`config.mk`:
```
export PLATFORM = sky130hd
export DESIGN_NAME = result_packer_writer_flat
export DESIGN_NICKNAME = d
export VERILOG_FILES = /design/src/rtl/result_packer_writer_if.sv /design/src/rtl/result_packer_writer.sv /design/src/flat_wrapper.sv
export SDC_FILE = /design/constraint.sdc
export NUM_CORES = 1
export LEC_CHECK = 0
export ABC_CLOCK_PERIOD_IN_PS = 4500
export BUFFER_PORTS_ARGS = -buffer_cell sky130_fd_sc_hd__buf_2
export CORE_ASPECT_RATIO = 1.2
export CORE_UTILIZATION = 30
export CTS_BUF_LIST = sky130_fd_sc_hd__clkbuf_4 sky130_fd_sc_hd__clkbuf_8
export CTS_CLUSTER_DIAMETER = 150
export DETAILED_ROUTE_END_ITERATION = 8
export PLACE_DENSITY_LB_ADDON = 0.1
export SLEW_MARGIN = 20
export SYNTH_ARGS = -nofsm -noshare
export SYNTH_HDL_FRONTEND = slang
export SYNTH_SLANG_ARGS = --single-unit
```
`constraint.sdc`:
```
create_clock -name clk -period 4.5 [get_ports clk]
set_input_delay 0.225 -clock clk [delete_from_list [all_inputs] [get_ports clk]]
set_output_delay 0.225 -clock clk [all_outputs]
set_load 0.02 [all_outputs]
```
`src/rtl/result_packer_writer_if.sv`:
```
// -----------------------------------------------------------------------------
// result_packer_writer_if
//   Single-port BRAM1 write bus between the result packer/writer and the
//   memory. One row write per cycle in which ce_b1 and we_b1 are both high.
//
//   Signals
//     addr_b1  AWIDTH    row address
//     ce_b1    1         chip enable
//     we_b1    1         write enable
//     d_b1     DWIDTH_2  row write data
//
//   Modports
//     master   the writer (drives every signal)
//     slave    the memory (samples every signal)
// -----------------------------------------------------------------------------
interface result_packer_writer_if #(
  parameter int AWIDTH   = 8,
  parameter int DWIDTH_2 = 64
);

  logic [AWIDTH-1:0]   addr_b1;
  logic                ce_b1;
  logic                we_b1;
  logic [DWIDTH_2-1:0] d_b1;

  modport master (
    output addr_b1,
    output ce_b1,
    output we_b1,
    output d_b1
  );

  modport slave (
    input addr_b1,
    input ce_b1,
    input we_b1,
    input d_b1
  );

endinterface

```
`src/rtl/result_packer_writer.sv`:
```
// -----------------------------------------------------------------------------
// result_packer_writer
//   Sits downstream of the accumulate-core stage. Collects the valid-qualified
//   stream of DWIDTH_1-bit core results, packs two results per DWIDTH_2-bit row
//   (first result in the low lane, second in the high lane) and writes the rows
//   to BRAM1, row k at address k. An odd final result is written in a FLUSH
//   cycle with the high lane zeroed. Status flags tell the controller whether
//   the block is idle, writing, or has just finished a run.
//
//   Optional feature: define RESULT_CHECKSUM_EN to add checksum_o, the 32-bit
//   wrapping sum of all results accepted in the current run.
//
//   Ports
//     clk          in   clock
//     rst          in   synchronous reset, active-high
//     start_run_i  in   start pulse, honoured only when idle
//     run_count_i  in   number of results in the run, sampled on start
//     result_i     in   core result
//     valid_i      in   result_i qualifier, one result per high cycle
//     idle_o       out  block is idle
//     write_o      out  run in progress (RUN or FLUSH)
//     done_o       out  one-cycle pulse after the final row write
//     err_o        out  sticky: stray/extra result or address wrap overwrite
//     checksum_o   out  run checksum (RESULT_CHECKSUM_EN only)
//     b1           BRAM1 write bus (master side)
//
//   All outputs are registered. No backpressure: a result may arrive every
//   cycle during RUN, which produces at most one row write per two results.
// -----------------------------------------------------------------------------
module result_packer_writer #(
  parameter int CNT_BIT  = 31,
  parameter int DWIDTH_1 = 32,
  parameter int DWIDTH_2 = 64,   // must equal 2*DWIDTH_1
  parameter int AWIDTH   = 8,
  parameter int MEM_SIZE = 256
) (
  input  logic                clk,
  input  logic                rst,
  input  logic                start_run_i,
  input  logic [CNT_BIT-1:0]  run_count_i,
  input  logic [DWIDTH_1-1:0] result_i,
  input  logic                valid_i,
  output logic                idle_o,
  output logic                write_o,
  output logic                done_o,
  output logic                err_o,
`ifdef RESULT_CHECKSUM_EN
  output logic [31:0]         checksum_o,
`endif
  result_packer_writer_if.master b1
);

  typedef enum logic [1:0] {
    S_IDLE,
    S_RUN,
    S_FLUSH,
    S_DONE
  } state_t;

  state_t state_q, state_d;

  // Run bookkeeping
  logic [CNT_BIT-1:0]  count_q;      // results expected this run
  logic [CNT_BIT-1:0]  accepted_q;   // results accepted so far
  logic [DWIDTH_1-1:0] lane_q;       // low lane waiting for its partner
  logic                lane_full_q;  // lane_q holds a result
  logic [AWIDTH-1:0]   wr_addr_q;    // address of the next row write
  logic                wrapped_q;    // address counter has rolled over

  // Per-cycle decisions
  logic                start_acc;
  logic                accept;
  logic                last;
  logic                issue_write;
  logic                rollover;
  logic [DWIDTH_2-1:0] row_data;

  // Registered-status inputs
  logic idle_d, write_d, done_d;

  // ---------------------------------------------------------------------------
  // Datapath decisions
  // ---------------------------------------------------------------------------
  assign start_acc = (state_q == S_IDLE) && start_run_i;

  // A result is taken only while running and only up to the programmed count;
  // anything else on valid_i is dropped and flagged.
  assign accept    = (state_q == S_RUN) && valid_i && (accepted_q != count_q);
  assign last      = accept && ((accepted_q + CNT_BIT'(1)) == count_q);

  // A row goes out when a pair completes, or immediately for an odd final
  // result (that write cycle is the FLUSH state).
  assign issue_write = accept && (lane_full_q || last);

  assign row_data = lane_full_q ? {result_i, lane_q}
                                : {{DWIDTH_1{1'b0}}, result_i};

  assign rollover = (wr_addr_q == AWIDTH'(MEM_SIZE - 1));

  // ---------------------------------------------------------------------------
  // FSM: state register
  // ---------------------------------------------------------------------------
  // NOTE: every clocked assignment is non-blocking so all flops sample the
  // same pre-edge values regardless of statement order.
  always_ff @(posedge clk) begin
    if (rst) begin
      state_q <= S_IDLE;
    end else begin
      state_q <= state_d;
    end
  end

  // ---------------------------------------------------------------------------
  // FSM: next-state logic
  // ---------------------------------------------------------------------------
  // NOTE: state_d gets a default before the case so no path leaves it
  // unassigned, which would otherwise infer a latch.
  always_comb begin
    state_d = state_q;
    unique case (state_q)
      S_IDLE: begin
        if (start_run_i) begin
          state_d = (run_count_i != '0) ? S_RUN : S_DONE;
        end
      end
      S_RUN: begin
        // Odd count: the final result has no partner, so spend one FLUSH
        // cycle writing it. Even count: stay in RUN for the final write
        // cycle, then leave once all results are in.
        if (last && !lane_full_q) begin
          state_d = S_FLUSH;
        end else if (accepted_q == count_q) begin
          state_d = S_DONE;
        end
      end
      S_FLUSH: state_d = S_DONE;
      S_DONE:  state_d = S_IDLE;
      default: state_d = S_IDLE;
    endcase
  end

  // ---------------------------------------------------------------------------
  // FSM: output decode
  // ---------------------------------------------------------------------------
  // Decoded from the next state so the status flops line up with state_q.
  always_comb begin
    idle_d  = (state_d == S_IDLE);
    write_d = (state_d == S_RUN) || (state_d == S_FLUSH);
    done_d  = (state_d == S_DONE);
  end

  always_ff @(posedge clk) begin
    if (rst) begin
      idle_o  <= 1'b1;
      write_o <= 1'b0;
      done_o  <= 1'b0;
    end else begin
      idle_o  <= idle_d;
      write_o <= write_d;
      done_o  <= done_d;
    end
  end

  // ---------------------------------------------------------------------------
  // Run counters and lane buffer
  // ---------------------------------------------------------------------------
  // NOTE: the lane buffer is a single register, not a memory array, so it is
  // reset like any other flop and a reset mid-run leaves no stale half-row.
  always_ff @(posedge clk) begin
    if (rst) begin
      count_q     <= '0;
      accepted_q  <= '0;
      lane_q      <= '0;
      lane_full_q <= 1'b0;
    end else if (start_acc) begin
      count_q     <= run_count_i;
      accepted_q  <= '0;
      lane_q      <= '0;
      lane_full_q <= 1'b0;
    end else if (accept) begin
      accepted_q <= accepted_q + CNT_BIT'(1);
      if (lane_full_q) begin
        lane_q      <= '0;
        lane_full_q <= 1'b0;
      end else if (!last) begin
        lane_q      <= result_i;
        lane_full_q <= 1'b1;
      end
    end
  end

  // ---------------------------------------------------------------------------
  // Row address counter
  // ---------------------------------------------------------------------------
  always_ff @(posedge clk) begin
    if (rst) begin
      wr_addr_q <= '0;
      wrapped_q <= 1'b0;
    end else if (start_acc) begin
      wr_addr_q <= '0;
      wrapped_q <= 1'b0;
    end else if (issue_write) begin
      wr_addr_q <= rollover ? '0 : wr_addr_q + AWIDTH'(1);
      if (rollover) begin
        wrapped_q <= 1'b1;
      end
    end
  end

  // ---------------------------------------------------------------------------
  // BRAM1 write port: one-cycle strobes, data zeroed and address held between
  // writes.
  // ---------------------------------------------------------------------------
  always_ff @(posedge clk) begin
    if (rst) begin
      b1.addr_b1 <= '0;
      b1.ce_b1   <= 1'b0;
      b1.we_b1   <= 1'b0;
      b1.d_b1    <= '0;
    end else begin
      b1.ce_b1 <= issue_write;
      b1.we_b1 <= issue_write;
      b1.d_b1  <= issue_write ? row_data : '0;
      if (issue_write) begin
        b1.addr_b1 <= wr_addr_q;
      end
    end
  end

  // ---------------------------------------------------------------------------
  // Sticky error. Cleared by an accepted start; set by any result that is not
  // accepted and by a write that lands on an already-used address after the
  // counter has rolled over.
  // ---------------------------------------------------------------------------
  always_ff @(posedge clk) begin
    if (rst) begin
      err_o <= 1'b0;
    end else begin
      err_o <= (err_o && !start_acc)
             || (valid_i && !accept)
             || (issue_write && wrapped_q);
    end
  end

`ifdef RESULT_CHECKSUM_EN
  // ---------------------------------------------------------------------------
  // Run checksum: wrapping sum of accepted results, stable after the run until
  // the next accepted start.
  // ---------------------------------------------------------------------------
  always_ff @(posedge clk) begin
    if (rst) begin
      checksum_o <= '0;
    end else if (start_acc) begin
      checksum_o <= '0;
    end else if (accept) begin
      checksum_o <= checksum_o + 32'(result_i);
    end
  end
`endif

endmodule

```
`src/flat_wrapper.sv`:
```
// flat-port wrapper written by rule: the top's interface ports become plain ports
module result_packer_writer_flat 
#(
  parameter int CNT_BIT  = 31,
  parameter int DWIDTH_1 = 32,
  parameter int DWIDTH_2 = 64,                           
  parameter int AWIDTH   = 8,
  parameter int MEM_SIZE = 256
)
  (clk, rst, start_run_i, run_count_i, result_i, valid_i, idle_o, write_o, done_o, err_o, b1_addr_b1, b1_ce_b1, b1_we_b1, b1_d_b1);
  result_packer_writer_if #(.AWIDTH(AWIDTH), .DWIDTH_2(DWIDTH_2)) b1_i ();
  input  logic clk;
  input  logic rst;
  input  logic start_run_i;
  input  logic [CNT_BIT-1:0] run_count_i;
  input  logic [DWIDTH_1-1:0] result_i;
  input  logic valid_i;
  output logic idle_o;
  output logic write_o;
  output logic done_o;
  output logic err_o;
  output wire logic [$bits(b1_i.addr_b1)-1:0] b1_addr_b1;
  output wire logic [$bits(b1_i.ce_b1)-1:0] b1_ce_b1;
  output wire logic [$bits(b1_i.we_b1)-1:0] b1_we_b1;
  output wire logic [$bits(b1_i.d_b1)-1:0] b1_d_b1;
  assign b1_addr_b1 = b1_i.addr_b1;
  assign b1_ce_b1 = b1_i.ce_b1;
  assign b1_we_b1 = b1_i.we_b1;
  assign b1_d_b1 = b1_i.d_b1;
  result_packer_writer #(.CNT_BIT(CNT_BIT), .DWIDTH_1(DWIDTH_1), .DWIDTH_2(DWIDTH_2), .AWIDTH(AWIDTH), .MEM_SIZE(MEM_SIZE)) u_core (.clk(clk), .rst(rst), .start_run_i(start_run_i), .run_count_i(run_count_i), .result_i(result_i), .valid_i(valid_i), .idle_o(idle_o), .write_o(write_o), .done_o(done_o), .err_o(err_o), .b1(b1_i));
endmodule
```
==> results of run 1 <==
==> cells by family (layout without fill, tap and decap cells) <==
kind of cell | Yosys count | count (layout)
AOI/OAI and AO/OA | 170 | 170
xor gates and xnor gates | 74 | 74
adders and majority gates | 2 | 2
buffers and inverters | 134 | 288
DFF | 183 | 183
muxes | 44 | 44
and+or+nand+nor | 458 | 458
==> state kept, by name, summed over array words and instances (netlist names) <==
| name | count |
|---|---|
| u_core.done_o | 1 |
| u_core.b1.d_b1 | 64 |
| u_core.lane_full_q | 1 |
| u_core.write_o | 1 |
| u_core.b1.addr_b1 | 8 |
| u_core.accepted_q | 31 |
| u_core.count_q | 31 |
| u_core.wr_addr_q | 8 |
| u_core.wrapped_q | 1 |
| u_core.state_q | 2 |
| u_core.idle_o | 1 |
| u_core.err_o | 1 |
| u_core.lane_q | 32 |
| u_core.b1.ce_b1 | 1 |
==> layout by cell type (no fill, tap or decap), types with 5 or more instances in the layout <==
cell type / netlist / final
buf_2: 12 / 143
dfxtp_1: 183 / 182
nand4_1: 16 / 16
a21oi_1: 50 / 50
nor3b_1: 6 / 6
o211ai_1: 36 / 36
nand3_1: 87 / 87
buf_4: 10 / 18
nand2b_1: 15 / 14
inv_1: 37 / 37
dlygate4sd3_1: 0 / 59
o21ai_0: 46 / 46
nor2_1: 53 / 52
mux2i_1: 42 / 42
nand2_1: 89 / 89
nor2b_1: 10 / 10
and2_1: 8 / 8
clkbuf_8: 0 / 19
and4_1: 11 / 11
xnor2_1: 43 / 43
or3_1: 5 / 5
xor2_1: 31 / 31
nor4_1: 42 / 42
nor3_1: 63 / 63
nor3_2: 18 / 18
and3_1: 11 / 11
==> per-stage QoR <==
stage | power, mW | instances | hold WS (ps) | instance area, sq um
after floorplan | 1.96 | 1065 | 361 | 8960
after global placement | 2.10 | 1516 | 439 | 9890
after detailed placement | 2.10 | 1516 | 451 | 9890
after CTS | 3.29 | 1604 | 0.143 | 10900
after global routing | 3.40 | 1604 | 16.4 | 10900
final | 3.24 | 1604 | 36.7 | 10900
==> layer usage <==
metal | part of all wire [%] | vias to the layer above | track usage [%]
li1 | - | 4056 | -
met1 | 48 | 3824 | 22.9
met2 | 48 | 169 | 31.0
met3 | 2.6 | 23 | 2.47
met4 | 1.4 | 0 | 5.90
met5 | 0 | - | 0
==> synth_stat cells, types with 37 or more instances <==
library cell,number,area [sq um]
a21oi_1,50,250
clkbuf_1,65,244
dfxtp_1,183,3660
inv_1,37,139
mux2i_1,42,420
nand2_1,89,334
nand3_1,87,435
nor2_1,53,199
nor3_1,63,315
nor4_1,42,263
o21ai_0,46,230
xnor2_1,43,377
==> where the power goes <==
group	total, mW	switching [mW]	leakage, nW	internal [mW]
clock	1.14	0.624	0.187	0.518
sequential	1.68	0.0297	1.48	1.65
combinational	0.417	0.260	2.39	0.157
total	3.24	0.913	4.05	2.33
==> tightest hold or removal path: cells and delay by family <==
| kind | cells | cell delay (ps) |
|---|---|---|
| and+or+nand+nor | 1 | 60 |
| buffers and inverters | 2 | 190 |
==> worst paths after layout <==
path	from	endpoint	cells past startpoint
setup / recovery	u_core.accepted_q[0]	u_core.err_o	10
hold / removal	result_i[29]	u_core.b1.d_b1[61]	3
setup reg to reg	u_core.accepted_q[0]	u_core.err_o	10
hold reg to reg	u_core.count_q[4]	u_core.count_q[4]	2
==> cell type report <==
class | count | area, sq um | share of cell area [%]
clock inverter | 10 | 120 | 1.11
tap | 385 | 482 | 4.43
multi-input combinational | 748 | 4730 | 43.5
inverter | 38 | 143 | 1.31
clock buffer | 19 | 262 | 2.41
timing repair buffer | 221 | 1460 | 13.5
sequential | 183 | 3670 | 33.8
==> out/metrics.yaml, run 1 <==
start_util_pct: 30.8
clock_skew_ps: 21.4
status: "finished, final reports clean"
ys.flop_type: "dfxtp_1"
via_per_inst: 5.03
grt_pass1_vias: 7997
numCtsBuffers: 17
synth-edff-count: 0
synth-async-reset-ratio_pct: 0
ir_drop_v: 0.000153
worstSkewPairLatency_ps: 490
final_core_util_pct: 37.3
ctsHoldBuffers: 59
ant_nets: 0
synthMuxAreaShare_pct: 4.98
post-route-period-util_pct: 83.2
synth_adder_area_share_pct: 0.279
synth_nets: 1134
hpwlAfterDp_um: 18000
syn_avg_cell_area_sq_um: 8.42
synth_top_family_by_area: "simple AND/OR/NAND/NOR gates"
synth_simple_gate_area_share_pct: 27.9
die_width_um: 160
via_count: 8072
fp.coreArea_sq_mm: 0.0291
cts_setup_buffers: 0
critical_path_peak_fanout: 13
die_area_sq_mm: 0.0306
rows: 68
ys_seq_elements: 183
cp_data_required_time_ps: 4840
num_io_pins: 145
synth_xor_area_share_pct: 7.23
cts_tree: "built"
drive_above_1_share_pct: 19.0
max_freq_mhz: 267
grt_max_degree: 67
slew_headroom_pct: 37.0
critPathTopFamily: "simple AND/OR/NAND/NOR gates"
crit_chain: "ha_1, and4_1, nand4_4, or3_4, mux2_4, and4_4, and3_1, a21oi_4, buf_4, o22ai_2"
fin_ws_ps: 754
portBuffers: 144
worstSetupStartpointType: "flip-flop"
slew_viol_final: 0
cts-resized-gates: 0
yosys.cell_types.count: 75
root_buffer: "clkbuf_8"
setup_tns_ps: 0
drcViolationCount: 0
worstPathArrival_ps: 4090
drt_iter0_drc: 433
ys_seq_area_share_pct: 40.9
ys_warn_count: 0
gp_congestion: 0.840
period_needed_ps: 3750
setup_viol: 0
synth-compound-area-share_pct: 12.1
antenna_found_initial: 0
synth_cells: 1065
cp_slowest_cell: "ha_1"
track_usage_pct: 17.9
first_pass_iters: 4
n_antenna_cell: 0
grt_overflow: 0
worst-setup-path-type: "reg -> reg"
dieHeight_um: 191
clock-sinks: 183
p_per_area_mw_per_mm2: 298
leakage_nw: 4.05
htree_num_levels: 4
worstMarginPinSlew_ps: 945
rsz0062_at_grt: "no"
routed_wl_um: 26800
hp-class: "in -> reg"
cp-end-kind: "flip-flop"
grt_pass1_wl_um: 43400
area_delta_synth_final_pct: 21.2
cp_num_buf_inv: 1
clockBufferDepth: 2
nNetsFinal: 1278
drv_cap: 0
path_clk_slew_ps: 100
fill_cells: 3066
wire_per_inst_um: 16.7
critPathMaxStageDelay_ps: 520
rrSetupSlack_ps: 750
hold_violations: 0
place_ws_ps: 771
synth_area_sq_mm: 0.00896
Power figures use the tool's default switching activity.
==> run 2: changes to the inputs <==
--- a/config.mk
+++ b/config.mk
@@ -5,7 +5,7 @@
 export SDC_FILE = /design/constraint.sdc
 export NUM_CORES = 1
 export LEC_CHECK = 0
-export ABC_CLOCK_PERIOD_IN_PS = 4500
+export ABC_CLOCK_PERIOD_IN_PS = 3400
 export BUFFER_PORTS_ARGS = -buffer_cell sky130_fd_sc_hd__buf_2
 export CORE_ASPECT_RATIO = 1.2
 export CORE_UTILIZATION = 30
==> constraint.sdc (replaced) <==
create_clock -name clk -period 3.4 [get_ports clk]
set_input_delay 0.17 -clock clk [delete_from_list [all_inputs] [get_ports clk]]
set_output_delay 0.17 -clock clk [all_outputs]
set_load 0.02 [all_outputs]
==> out/metrics.yaml, run 2 (synthesized netlist as in run 1, its figures left out) <==
clock_skew_ps: 16.5
hpwlAfterDp_um: 18400
period_needed_ps: 3120
leakage_nw: 4.23
final_cell_count_no_fill: 1629
cts_setup_buffers: 0
largest_reg_flops: 64
cts_tree: "built"
die_width_um: 160
largestRegisters: "u_core.b1.d_b1: 64 flops, u_core.lane_q: 32 flops"
worstMarginPinSlew_ps: 942
ant_nets: 0
r2r-end: "u_core.b1.d_b1[26]"
drt_iter0_drc: 322
whs_path_depth: 3
first_pass_iters: 5
grt_pass1_vias: 8229
max_freq_mhz: 320
place_ws_ps: 315
rrSetupSlack_ps: 280
timing.hold.ws_ps: 57.9
mostFrequentLayoutCells: "dfxtp_1, buf_2, nand2_1"
n_antenna_cell: 0
drcViolationCount: 0
fin_ws_ps: 277
worstSkewPairLatency_ps: 490
p_per_area_mw_per_mm2: 398
antenna_found_initial: 0
placedCellCount: 1534
drive_above_1_share_pct: 20.4
critPathMaxStageDelay_ps: 510
hold_violations: 0
portBuffers: 144
slew_viol_final: 0
rows: 68
dieHeight_um: 191
track_usage_pct: 18.4
dpl_cell_area_sq_mm: 0.0101
cp_data_required_time_ps: 3740
crit_chain: "ha_1, and4_1, nand4_4, or3_4, mux2_4, and4_4, and3_1, a21oi_4, buf_12, nor3_2"
worst_r2r_startpoint: "u_core.accepted_q[0]"
area_delta_synth_final_pct: 24.6
routed_wl_um: 27500
worstSetupStartpointType: "flip-flop"
worst-setup-path-type: "reg -> reg"
clock-sinks: 183
grt_overflow: 0
r2r_cells: 10
clockBufferDepth: 2
fp.coreArea_sq_mm: 0.0291
grt_pass1_wl_um: 44500
setup_tns_ps: 0
num_io_pins: 145
hp-class: "in -> reg"
via_count: 8210
status: "finished, final reports clean"
critPathTopFamily: "simple AND/OR/NAND/NOR gates"
rsz0062_at_grt: "no"
cp_num_buf_inv: 1
root_buffer: "clkbuf_8"
critical_path_peak_fanout: 26
drv_cap: 0
die_area_sq_mm: 0.0306
regMostFlops: "u_core.b1.d_b1"
start_util_pct: 30.8
gp_congestion: 0.841
final_common_cell: "dfxtp_1"
wire_per_inst_um: 16.9
via_per_inst: 5.04
ir_drop_v: 0.000212
slew_headroom_pct: 37.2
min_from: "start_run_i"
numCtsBuffers: 17
path_clk_slew_ps: 100
fill_cells: 3054
cp_slowest_cell: "dfxtp_1"
stdcell_area_sq_mm: 0.0112
htree_num_levels: 4
worstPathArrival_ps: 3460
post-route-period-util_pct: 91.8
cp-end-kind: "flip-flop"
holdPathEnd: "u_core.write_o"
setup_viol: 0
nNetsFinal: 1300
grt_max_degree: 77
[run 2: stage by stage]
step,utilization [%],power [mW]
floorplan,-,2.59
global placement,34.7,2.79
detailed placement,34.7,2.79
CTS,38.4,4.52
global route,38.4,4.66
finish,38.4,4.45
[run 2: worst min-delay path: stages]
cell and delay [ps]:
buf_2 120, nor2_1 100, nor4b_1 80
[run 2: layout make-up]
cell class	count	area [sq um]	area share [%]
clock buffer	20	269	2.41
clock inverter	12	163	1.46
inverter	38	143	1.28
multi-input combinational	748	4740	42.4
sequential	183	3670	32.8
tap	385	482	4.31
timing repair buffer	243	1710	15.3
[run 2: how the worst max path moves through the flow]
| stage | start | end | slack, ps | cells after the start |
|---|---|---|---|---|
| 2_1_floorplan | u_core.accepted_q[3] | u_core.b1.d_b1[16] | 660 | 13 |
| 3_3_place_gp | u_core.accepted_q[0] | u_core.b1.d_b1[30] | 380 | 10 |
| 3_5_place_dp | u_core.accepted_q[0] | u_core.b1.d_b1[30] | 310 | 10 |
| 4_1_cts | u_core.accepted_q[0] | u_core.b1.d_b1[30] | 290 | 10 |
| 5_1_grt | u_core.accepted_q[15] | u_core.b1.d_b1[0] | 30 | 9 |
| 6_report | u_core.accepted_q[0] | u_core.b1.d_b1[26] | 280 | 10 |
[run 2: power breakdown]
group          internal, mW  total, mW  switching (mW)  leakage [nW]
Clock                 0.788       1.65           0.862         0.220
Sequential             2.18       2.22          0.0379          1.48
Combinational         0.226      0.574           0.348          2.53
Total                  3.20       4.45            1.25          4.23
[run 2: metal layers]
| metal | up-vias | part of all wire [%] | global-route usage [%] |
|---|---|---|---|
| li1 | 4109 | - | - |
| met1 | 3867 | 46 | 23.2 |
| met2 | 202 | 48 | 32.0 |
| met3 | 32 | 3.4 | 2.34 |
| met4 | 0 | 2.1 | 6.81 |
| met5 | - | 0 | 0 |
[run 2: repair_timing]
item                                   4_1_cts  5_1_grt
setup endpoints to repair                    0        2
hold buffers                                63        0
endpoints found under the hold margin       93        0
gates resized for setup                      0        1
